## src/rtl/cpu_fetch_pkg.sv

```systemverilog
// Shared constants for the instruction fetch sequencer: instruction lengths,
// state encodings and the default reset-vector address.
package cpu_fetch_pkg;

  localparam logic [1:0] LEN_1 = 2'd1;
  localparam logic [1:0] LEN_2 = 2'd2;
  localparam logic [1:0] LEN_3 = 2'd3;

  localparam logic [2:0] FETCH_VEC0  = 3'd0;
  localparam logic [2:0] FETCH_VEC1  = 3'd1;
  localparam logic [2:0] FETCH_VEC2  = 3'd2;
  localparam logic [2:0] FETCH_FETCH = 3'd3;
  localparam logic [2:0] FETCH_DEC   = 3'd4;
  localparam logic [2:0] FETCH_OPL   = 3'd5;
  localparam logic [2:0] FETCH_OPH   = 3'd6;
  localparam logic [2:0] FETCH_HOLD  = 3'd7;

  localparam logic [15:0] RESET_VECTOR = 16'hFFFC;

endpackage

```

## src/rtl/cpu_oplen.sv

```systemverilog
// Opcode length decoder (aaa_bbb_cc layout): purely combinational, 8-bit opcode in,
// byte count 1..3 out. cc=11 opcodes are undefined and treated as single-byte.
module cpu_oplen
  import cpu_fetch_pkg::*;
(
  input  logic [7:0] opcode,
  output logic [1:0] len
);

  logic [2:0] bbb;
  logic [1:0] cc;

  assign bbb = opcode[4:2];
  assign cc  = opcode[1:0];

  always_comb begin
    len = LEN_1;
    case (cc)
      2'b01: len = (bbb == 3'b011 || bbb == 3'b110 || bbb == 3'b111) ? LEN_3 : LEN_2;
      2'b11: len = LEN_1;
      default: begin
        case (bbb)
          3'b011, 3'b111: len = LEN_3;
          3'b001, 3'b101: len = LEN_2;
          3'b000: begin
            if (opcode == 8'h20)  len = LEN_3;
            else if (opcode[7])   len = LEN_2;
            else                  len = LEN_1;
          end
          3'b100:  len = (cc == 2'b00) ? LEN_2 : LEN_1;
          default: len = LEN_1;
        endcase
      end
    endcase
  end

endmodule

```

## src/rtl/cpu_fetch.sv

```systemverilog
// Instruction fetch sequencer: reset vector, then opcode/operand fetch; bundle valid 2/3/4 cycles
// after FETCH for len 1/2/3, held stable until instr_ready. CPU_FETCH_PREFETCH_EN reads ahead in HOLD.
module cpu_fetch
  import cpu_fetch_pkg::*;
#(
  parameter logic [15:0] VECTOR_ADDR = RESET_VECTOR,
  parameter int          ADDR_W      = 16
) (
  input  logic              clk,
  input  logic              rst,
  output logic [ADDR_W-1:0] mem_addr,
  output logic              mem_rd,
  input  logic [7:0]        mem_rdata,
  input  logic              redirect,
  input  logic [ADDR_W-1:0] redirect_pc,
  output logic              instr_valid,
  input  logic              instr_ready,
  output logic [7:0]        ir,
  output logic [7:0]        op_lo,
  output logic [7:0]        op_hi,
  output logic [1:0]        instr_len,
  output logic [ADDR_W-1:0] instr_pc
);

  logic [2:0]  state;
  logic [2:0]  state_nxt;
  logic [15:0] pc;
  logic [1:0]  rdata_len;
  logic        redir_ok;

  cpu_oplen u_oplen (
    .opcode (mem_rdata),
    .len    (rdata_len)
  );

  // Redirects are only honoured once the vector has been loaded.
  assign redir_ok    = redirect && (state >= FETCH_FETCH);
  assign instr_valid = (state == FETCH_HOLD);

  always_comb begin
    state_nxt = state;
    mem_rd    = 1'b0;
    mem_addr  = pc;
    case (state)
      FETCH_VEC0: begin
        mem_rd    = 1'b1;
        mem_addr  = VECTOR_ADDR;
        state_nxt = FETCH_VEC1;
      end
      FETCH_VEC1: begin
        mem_rd    = 1'b1;
        mem_addr  = VECTOR_ADDR + 16'd1;
        state_nxt = FETCH_VEC2;
      end
      FETCH_VEC2: state_nxt = FETCH_FETCH;
      FETCH_FETCH: begin
        mem_rd    = 1'b1;
        mem_addr  = pc;
        state_nxt = FETCH_DEC;
      end
      FETCH_DEC: begin
        if (rdata_len != LEN_1) begin
          mem_rd    = 1'b1;
          mem_addr  = pc + 16'd1;
          state_nxt = FETCH_OPL;
        end else begin
          state_nxt = FETCH_HOLD;
        end
      end
      FETCH_OPL: begin
        if (instr_len == LEN_3) begin
          mem_rd    = 1'b1;
          mem_addr  = pc + 16'd2;
          state_nxt = FETCH_OPH;
        end else begin
          state_nxt = FETCH_HOLD;
        end
      end
      FETCH_OPH: state_nxt = FETCH_HOLD;
      default: begin
`ifdef CPU_FETCH_PREFETCH_EN
        // Speculatively read the next opcode so acceptance can go straight to DEC.
        mem_rd   = 1'b1;
        mem_addr = pc + {14'd0, instr_len};
        if (instr_ready) state_nxt = FETCH_DEC;
`else
        if (instr_ready) state_nxt = FETCH_FETCH;
`endif
      end
    endcase
    if (redir_ok) begin
      state_nxt = FETCH_FETCH;
      mem_rd    = 1'b0;
    end
    if (rst) begin
      mem_rd   = 1'b0;
      mem_addr = '0;
    end
  end

  always_ff @(posedge clk) begin
    if (rst) begin
      state     <= FETCH_VEC0;
      pc        <= '0;
      ir        <= '0;
      op_lo     <= '0;
      op_hi     <= '0;
      instr_len <= LEN_1;
      instr_pc  <= '0;
    end else begin
      state <= state_nxt;
      if (redir_ok) begin
        pc <= redirect_pc;
      end else begin
        case (state)
          FETCH_VEC1: pc[7:0]  <= mem_rdata;
          FETCH_VEC2: pc[15:8] <= mem_rdata;
          FETCH_DEC: begin
            ir        <= mem_rdata;
            instr_pc  <= pc;
            instr_len <= rdata_len;
            op_lo     <= '0;
            op_hi     <= '0;
          end
          FETCH_OPL: op_lo <= mem_rdata;
          FETCH_OPH: op_hi <= mem_rdata;
          FETCH_HOLD: if (instr_ready) pc <= pc + {14'd0, instr_len};
          default: ;
        endcase
      end
    end
  end

endmodule
```

## config.mk

```make
export PLATFORM = sky130hd
export DESIGN_NAME = cpu_fetch
export DESIGN_NICKNAME = d
export VERILOG_FILES = /design/src/rtl/cpu_fetch_pkg.sv /design/src/rtl/cpu_oplen.sv /design/src/rtl/cpu_fetch.sv
export SDC_FILE = /design/constraint.sdc
export NUM_CORES = 1
export LEC_CHECK = 0
export CORE_MARGIN = 2
export CORE_UTILIZATION = 45
export DETAILED_ROUTE_END_ITERATION = 6
export PLACE_DENSITY = 0.74
export SETUP_SLACK_MARGIN = 0.15
export SLEW_MARGIN = 20
export SYNTH_ARGS = -nofsm -noshare
export SYNTH_HDL_FRONTEND = slang
export SYNTH_SLANG_ARGS = --single-unit
```

## constraint.sdc

```tcl
create_clock -name clk -period 2.97 [get_ports clk]
set_clock_uncertainty 0.15 [all_clocks]
set_input_delay 0.594 -clock clk [delete_from_list [all_inputs] [get_ports clk]]
set_output_delay 0.594 -clock clk [all_outputs]
set_load 0.01 [all_outputs]
```

==> qor.csv, run 1 <==
metric,value,unit
first-pass GRT wire length,26040,um
CP Data Arrival Time,2.48,ns
Clock Latency Late Sink,0.35,ns
Mapped Nets,589,
drt pass-1 iters,6,
Critical Path RT,2.23,ns
Starting DRT DRC Count,423,
"Seq/Total Area, Yosys",30.77,%
power density over the cells,375.5,nW/um2
Final Cycle Share,108.4,%
diodes inserted,0,
Ys Warns,0,
hold slack,0.3008,ns
main area contributors after synthesis,"dfxtp_1, a21oi_1, nand2_1",
Startpoint Class,primary input,
DRC Markers,0,
largest net degree at the start of global routing,50,
Layout fillers,749,
cell with the most instances after synthesis,nand2_1,
Final Max Tran Viols,0,
Final HPWL DP,11820,um
largest fanout on the critical path,7,
vias in the first global route,4950,
post-route cell area,5883,um2
Sum Neg Setup Slack,-2.108,ns
Slew HR,63.34,%
initial core utilization,45.96,%
share of cells above drive strength 1,26.50,%
routability cong.,0.9661,
synthesized flop and latch total,61,
fin crit period,3.220,ns
die area,9586,um2
GRT Resource Usage Total,33.82,%
Die Y,97.91,um
WL per Instance,20.62,um
Rows,34,
status,"complete, but fails checks",
clk buf depth,2,
htree depth,3,
GRT overflow,0,
initial antenna violation count,0,
CTS tree,done,
RSZ-0062 raised after global routing,yes,
nets@finish,728,
Least-Margin Pin Slew,0.5498,ns
Placeable Area,8636,um2
max-cap violation count,0,
setup violators final,16,
antenna-violating nets left,0,
DP Worst Slack,-0.9699,ns
FMAX,310.5,MHz
root buf cell,clkbuf_8,
crit path kind,primary input to output port,
failing checks,setup timing,
vias per cell,6.230,
Post-synth EDFFs,0,
worst min-delay path class,flop to flop,
area grow syn2layout,48.23,%
clock slew at reported path FFs,0.07,ns
"area leader, netlist",dfxtp_1,
PortBufs,87,
Placed Area,5435,um2
Num CTS Buffers,9,
TritonCTS Sinks,61,
P_leak,0.002185,uW
Synth Instances,556,
via count,5021,
post-synth top area share,30.77,%
CP endpoint kind,output port,
ys async rst share,0,%
worst setup margin,-0.2505,ns
chip width,97.91,um
"Avg Cell Area, Syn",7.138,um2
peak supply drop,356.4,uV
prevailing post-synth register cell,dfxtp_1,
io pins,88,
hold buffer count at CTS,0,
WL final,16620,um
cell area after synthesis,3969,um2
most frequent cells after synthesis,"nand2_1, a21oi_1, dfxtp_1",
Netlist cell types,67,
Fin. Hold Viols,0,
==> flip-flops by register name (all words and copies together) (netlist names) <==
signal / cells
instr_len: 2
instr_pc: 16
ir: 8
op_hi: 8
op_lo: 8
pc: 16
state: 3
==> final timing paths <==
check,slack [ns],depth (start not counted),start,endpoint
min reg2reg,0.30,2,op_hi[2],op_hi[2]
max reg2reg,0.51,10,pc[0],pc[12]
max,-0.25,10,mem_rdata[1],mem_addr[11]
min,0.30,2,op_hi[2],op_hi[2]
==> timing repair <==
item	in CTS	in global routing
gates cloned	1	0
setup buffers	5	5
setup endpoints to repair	17	17
pin swaps	29	15
gates resized for setup	131	24
endpoints found under the hold margin	0	0
==> routing by layer <==
metal  part of all wire, %  GRT usage (%)  vias to the layer above
met5                     0              0                        -
met4                   4.0          15.71                        0
li1                      -              -                     2287
met1                    40          40.80                     2413
met2                    48          57.11                      270
met3                   8.0          7.731                       51
==> critical path: stages <==
cell and delay (ns):
buf_8 0.10, nor4b_4 0.34, nor4_4 0.06, o32a_4 0.34, buf_12 0.14, buf_16 0.13, o41ai_4 0.33, nor3_2 0.07
a311oi_2 0.19, buf_2 0.17
==> layout by cell type (no fill, tap or decap), types with 3 or more instances in the layout <==
| cell type | instances |
|---|---|
| nand2_1 | 103 |
| buf_4 | 93 |
| a21oi_1 | 73 |
| clkdlybuf4s50_1 | 61 |
| dfxtp_1 | 61 |
| nand3_1 | 30 |
| nor2_1 | 27 |
| buf_2 | 23 |
| o21ai_0 | 20 |
| a211oi_1 | 11 |
| o211ai_1 | 11 |
| clkbuf_8 | 11 |
| and2_1 | 10 |
| nand4_1 | 9 |
| xnor2_1 | 9 |
| inv_1 | 8 |
| nor3_1 | 7 |
| and3_1 | 6 |
| a21oi_2 | 5 |
| a311oi_1 | 5 |
| buf_6 | 5 |
| o32ai_2 | 4 |
| a31oi_1 | 4 |
| o22ai_1 | 4 |
| a22oi_1 | 4 |
| a221oi_2 | 4 |
| o21ai_1 | 4 |
| ha_1 | 4 |
| o31ai_4 | 3 |
| nor2b_1 | 3 |
| buf_12 | 3 |
==> through the flow <==
| stage | cells | power, uW | util [%] |
|---|---|---|---|
| after CTS | 801 | 2186 | 66.89 |
| after global placement | 781 | 1398 | 62.94 |
| after global routing | 806 | 2286 | 68.13 |
| final | 806 | 2209 | 68.13 |
| after floorplan | 556 | 1150 | - |
| after detailed placement | 781 | 1401 | 62.94 |
==> where the power goes <==
group          internal, uW  switching [uW]
sequential              842            30.4
combinational           253             311
clock                   426             348
==> final cells by class <==
class                      count  area [um2]  share of cell area (%)
clock inverter                 3       46.29                  0.7869
tap                          108       135.1                   2.297
sequential                    61        1221                   20.76
clock buffer                  11       151.4                   2.573
multi-input combinational    426        2708                   46.02
timing repair buffer         188        1588                   26.99
inverter                       9       33.78                  0.5742
==> cells by family (layout without fill, tap and decap cells) <==
kind of cell               count (synthesis)  in the layout  synth area share, %
adders and majority gates                  5              5                1.766
muxes                                      2              2               0.5359
xor gates and xnor gates                  11             11                2.428
DFF                                       61             61                30.77
buffers and inverters                     69            211                7.755
AOI/OAI and AO/OA                        183            183                30.17
and+or+nand+nor                          225            225                26.58
Power figures use the tool's default switching activity.
==> inputs of run 2 (changes only) <==
--- a/config.mk
+++ b/config.mk
@@ -6,10 +6,9 @@
 export NUM_CORES = 1
 export LEC_CHECK = 0
 export CORE_MARGIN = 2
-export CORE_UTILIZATION = 45
+export CORE_UTILIZATION = 51
 export DETAILED_ROUTE_END_ITERATION = 6
-export PLACE_DENSITY = 0.74
-export SETUP_SLACK_MARGIN = 0.15
+export PLACE_DENSITY = 0.83
 export SLEW_MARGIN = 20
 export SYNTH_ARGS = -nofsm -noshare
 export SYNTH_HDL_FRONTEND = slang
==> run 2 against run 1 <==
Clock power is 4.9% higher. Worst hold slack improved by 0.0028 ns. The flow still finishes with violations (setup timing). Setup slack got worse by 0.017 ns. Routed wire length down 3.5%. Largest power group unchanged. Non-clock buffer count decreased by 5. Final cell count fell by 1.2%.
==> qor.csv, run 2 (synthesis results as in run 1) <==
metric,value,unit,change
status,"complete, but fails checks",,
failing checks,setup timing,,
Die Y,92.22,um,-5.8%
DP Worst Slack,-0.9533,ns,+0.01664 ns
CP endpoint kind,output port,,
clock slew at reported path FFs,0.07,ns,about the same
power density over the cells,383.5,nW/um2,+2.1%
r2r setup slk,0.34,ns,-0.17 ns
Num CTS Buffers,9,,unchanged
die area,8504,um2,-11%
CP Data Arrival Time,2.49,ns,about the same
first-pass GRT wire length,24700,um,-5.2%
Startpoint Class,primary input,,
post-route core utilization,76.62,%,+8.5 points
GRT Resource Usage Total,37.42,%,+3.6 points
Gate power share,25.2,%,-0.3 points
RSZ-0062 raised after global routing,yes,,
Clock Latency Late Sink,0.36,ns,about the same
PortBufs,87,,unchanged
worst min-delay path class,flop to flop,,
Final Max Tran Viols,0,,unchanged
root buf cell,clkbuf_8,,
Least-Margin Pin Slew,0.6230,ns,+0.07316 ns
largest net degree at the start of global routing,67,,+34%
vias in the first global route,4760,,-3.8%
register share of total power,38.7,%,-0.8 points
Hold EP,op_hi[1],,
clk buf depth,2,,unchanged
"commonest cells after routing, fill and taps aside","nand2_1, buf_4, a21oi_1",,
WL final,16040,um,-3.5%
P_leak,0.002169,uW,-0.74%
top flop regs,"instr_pc: 16 flops, pc: 16 flops",,
internal power,1550,uW,+1.9%
area of the multi-input gates,2663,um2,-1.7%
via count,5061,,+0.80%
non-filler instance count after layout,796,,-1.2%
Rows,32,,-5.9%
hold buffer count at CTS,0,,unchanged
setup violators final,17,,+1
vias per cell,6.358,,+2.1%
clock group share of total power,36.1,%,+1.1 points
htree depth,3,,unchanged
nets@finish,723,,-0.69%
Critical Path RT,2.23,ns,about the same
Placeable Area,7647,um2,-11%
TritonCTS Sinks,61,,unchanged
largest fanout on the critical path,6,,-1
"most common cell after layout, fill and taps aside",nand2_1,,
peak supply drop,283.8,uV,-20%
Final Cycle Share,109.0,%,+0.56 points
DRC Markers,0,,unchanged
P_sw,697.5,uW,+1.3%
FMAX,308.9,MHz,-0.51%
GRT overflow,0,,unchanged
diodes inserted,0,,unchanged
fin crit period,3.237,ns,+0.01656 ns
WL per Instance,20.16,um,-2.3%
worst hold start,op_hi[1],,
r2r startpoint,pc[0],,
worst hold stages,2,,unchanged
routability cong.,0.9493,,-1.7%
Fin. Hold Viols,0,,unchanged
CTS tree,done,,
RR Endpoint,pc[12],,
max-cap violation count,0,,unchanged
io pins,88,,unchanged
Slew HR,58.31,%,-5.0 points
drt pass-1 iters,5,,-1
worst setup margin,-0.2670,ns,-0.01656 ns
antenna-violating nets left,0,,unchanged
Layout fillers,569,,-24%
initial core utilization,51.90,%,+5.9 points
cell count after placement,771,,-1.3%
share of cells above drive strength 1,25.36,%,-1.1 points
chip width,92.22,um,-5.8%
crit path kind,primary input to output port,,
Worst Reg-to-Reg Cells,10,,unchanged
Final HPWL DP,11110,um,-6.0%
switching share of total power,31.04,%,-0.14 points
Reg area,1221,um2,unchanged
area grow syn2layout,47.64,%,
Starting DRT DRC Count,602,,+42%
initial antenna violation count,0,,unchanged
[run 2: how the worst max path moves through the flow]
stage	startpoint	endpoint	slack [ns]
4_1_cts	mem_rdata[3]	mem_addr[12]	-0.21
2_1_floorplan	mem_rdata[1]	mem_addr[11]	-0.01
6_report	mem_rdata[7]	mem_addr[12]	-0.27
3_3_place_gp	mem_rdata[5]	mem_rd	-0.94
3_5_place_dp	mem_rdata[1]	mem_rd	-0.95
5_1_grt	mem_rdata[1]	mem_addr[12]	-0.31
[run 2: critical path: stages]
cell and delay [ns]:
dlygate4sd2_1 0.40, nor4_2 0.08, o32a_4 0.44, buf_12 0.15
buf_6 0.12, buf_6 0.11, or2_4 0.23, a21oi_2 0.14
o31ai_1 0.08, buf_2 0.15
[run 2: per-layer routing]
metal | GRT usage, % | up-vias | share of wire (%)
met2 | 59.38 | 358 | 45
met3 | 7.642 | 71 | 9.8
met4 | 18.53 | 0 | 4.5
met1 | 48.32 | 2348 | 41
met5 | 0 | - | 0
li1 | - | 2284 | -
[run 2: metrics by stage]
step                instance area (um2)  power (uW)  TNS (ns)  hold slack [ns]
global route                       5859        2308    -4.074           0.3259
CTS                                5748        2201    -1.588           0.3037
floorplan                          3983        1145  -0.01024           0.3217
finish                             5859        2247    -3.291           0.3036
detailed placement                 5385        1385    -14.48           0.2952
global placement                   5385        1377    -14.18           0.2905
[run 2: final cells by class]
class                           count  share of cell area, %
Multi-Input combinational cell    426                  45.44
Sequential cell                    61                  20.84
Clock buffer                       12                  2.819
Tap cell                          102                  2.178
Inverter                            9                 0.5766
Clock inverter                      3                 0.7474
Timing Repair Buffer              183                  27.40
[run 2: timing repair]
item                       4_1_cts  5_1_grt
gates resized for setup        133       20
pin swaps                       21       15
setup endpoints to repair       17       18
buffers inserted                 7        2
gates cloned                     1        0
[run 2: power by group through the flow]
stage	registers, uW	logic, uW	clock network (uW)
final	869	567	812
after floorplan	873	272	0
after global routing	870	593	845
after global placement	884	493	0
after CTS	867	525	809
after detailed placement	885	500	0
==> RTL change: new RTL, flow settings as in run 2 <==
The option `CPU_FETCH_PREFETCH_EN` is turned on by a define.
--- a/src/rtl/cpu_fetch.sv
+++ b/src/rtl/cpu_fetch.sv
@@ -1,5 +1,7 @@
 // Instruction fetch sequencer: reset vector, then opcode/operand fetch; bundle valid 2/3/4 cycles
 // after FETCH for len 1/2/3, held stable until instr_ready. CPU_FETCH_PREFETCH_EN reads ahead in HOLD.
+`define CPU_FETCH_PREFETCH_EN
+
 module cpu_fetch
   import cpu_fetch_pkg::*;
 #(
Function: changed (a bounded check fails within 10 cycles, from zero or initial values and one cycle with rst high).
==> RTL change against run 2 <==
The run still ends with negative setup slack left; final area increased by 16%; via count increased by 19%; setup slack improved by 0.24 ns; synthesized area increased by 12%; sequential cell count unchanged; routed wire length increased by 22%; sequential power increased by 6.0%; core utilization increased by 2.6 points; power increased by 18%; critical path depth decreased by 2; clock power increased by 3.9%; critical path type unchanged; largest power group unchanged; highest routed layer unchanged.
==> RTL change: results (changes against run 2) <==
outcome finished with violations (unchanged); failing checks negative setup slack (unchanged); R2R Path Start state[1] (was pc[0]); Synth Area in XOR/XNOR 0.0453 (was 0.0243); WL final 19.6 mm (was 16.0 mm); Overall Global Routing Usage 0.397 (was 0.374); Arrival @ worst endpoint 2.25 ns (was 2.49 ns); pre-CTS setup slack -0.857 ns (was -0.953 ns); vias in the first global route 5760 (was 4760); met3 wire length 2.08 mm (was 1.57 mm); leakage 2.51 nW (was 2.17 nW); Post-Synth Adder-Cell Area 0.0214 (was 0.0177); met1 wire length 7.08 mm (was 6.50 mm); nets 831 (was 723); synthesized area per cell 7.21 um^2 (was 7.14 um^2); synth unique cells 70 (was 67); met2 usage 0.667 (was 0.594); synth cell count leaders 94 x nand2_1, 66 x a21oi_1, 61 x dfxtp_1, 39 x nor2_1, 30 x o21ai_0 (was 103 x nand2_1, 78 x a21oi_1, 61 x dfxtp_1, 34 x clkbuf_1, 31 x nand3_1); hold path start ir[6] (was op_hi[1]); DR pass1 iterations 6 (was 5); final-report setup violation count 2 (was 17); post-synthesis compound-gate area fraction 0.310 (was 0.302); Final WS setup -0.0287 ns (was -0.267 ns); sequential power share 0.349 (was 0.387); Max FO, Critical Path 5 (was 6)
==> RTL change: cell types whose count changed in the layout (fill, tap and decap cells not counted), moves of 7 or more <==
cell and change:
buf_4 +38, nand3_1 -20, a31oi_1 +15, dfxtp_1 -13, nor3_1 +13, a21oi_1 -11
nand2_1 -11, nor2_1 +10, xnor2_1 +10, a211o_1 +9, dfxtp_2 +9, inv_1 +9
buf_6 +8, mux2i_1 +7
==> RTL change: worst max path at each step <==
| stage | start | endpoint | depth (start not counted) |
|---|---|---|---|
| 3_5_place_dp | mem_rdata[1] | mem_addr[12] | 7 |
| 6_report | mem_rdata[6] | mem_addr[12] | 8 |
| 3_3_place_gp | mem_rdata[4] | mem_addr[12] | 7 |
| 2_1_floorplan | mem_rdata[3] | mem_addr[6] | 6 |
| 4_1_cts | mem_rdata[6] | mem_addr[12] | 8 |
| 5_1_grt | mem_rdata[6] | mem_addr[12] | 8 |
==> RTL change: layout make-up <==
cell class	count	area, um^2	share of cell area
clock inverters	7	98.8	0.0145
clock buffers	9	124	0.0182
well taps	108	135	0.0199
repair buffers	226	1920	0.282
inverters	20	78.8	0.0116
multi-input cells	478	3200	0.471
flip-flops and latches	61	1250	0.183
==> RTL change: per-stage QoR <==
step                area, um^2  power [W]  hold WS (ns)  utilization  std cells
floorplan                 4450    0.00133         0.331            -        617
global placement          6110    0.00170         0.294        0.711        875
detailed placement        6110    0.00171         0.300        0.711        875
CTS                       6520    0.00256         0.311        0.759        901
global route              6810    0.00272         0.333        0.792        909
finish                    6810    0.00264         0.310        0.792        909
==> RTL change: repair_timing <==
item / in CTS / in global routing
resized for setup: 148 / 56
buffers inserted: 10 / 9
setup endpoints to repair: 17 / 15
pin swaps: 23 / 31
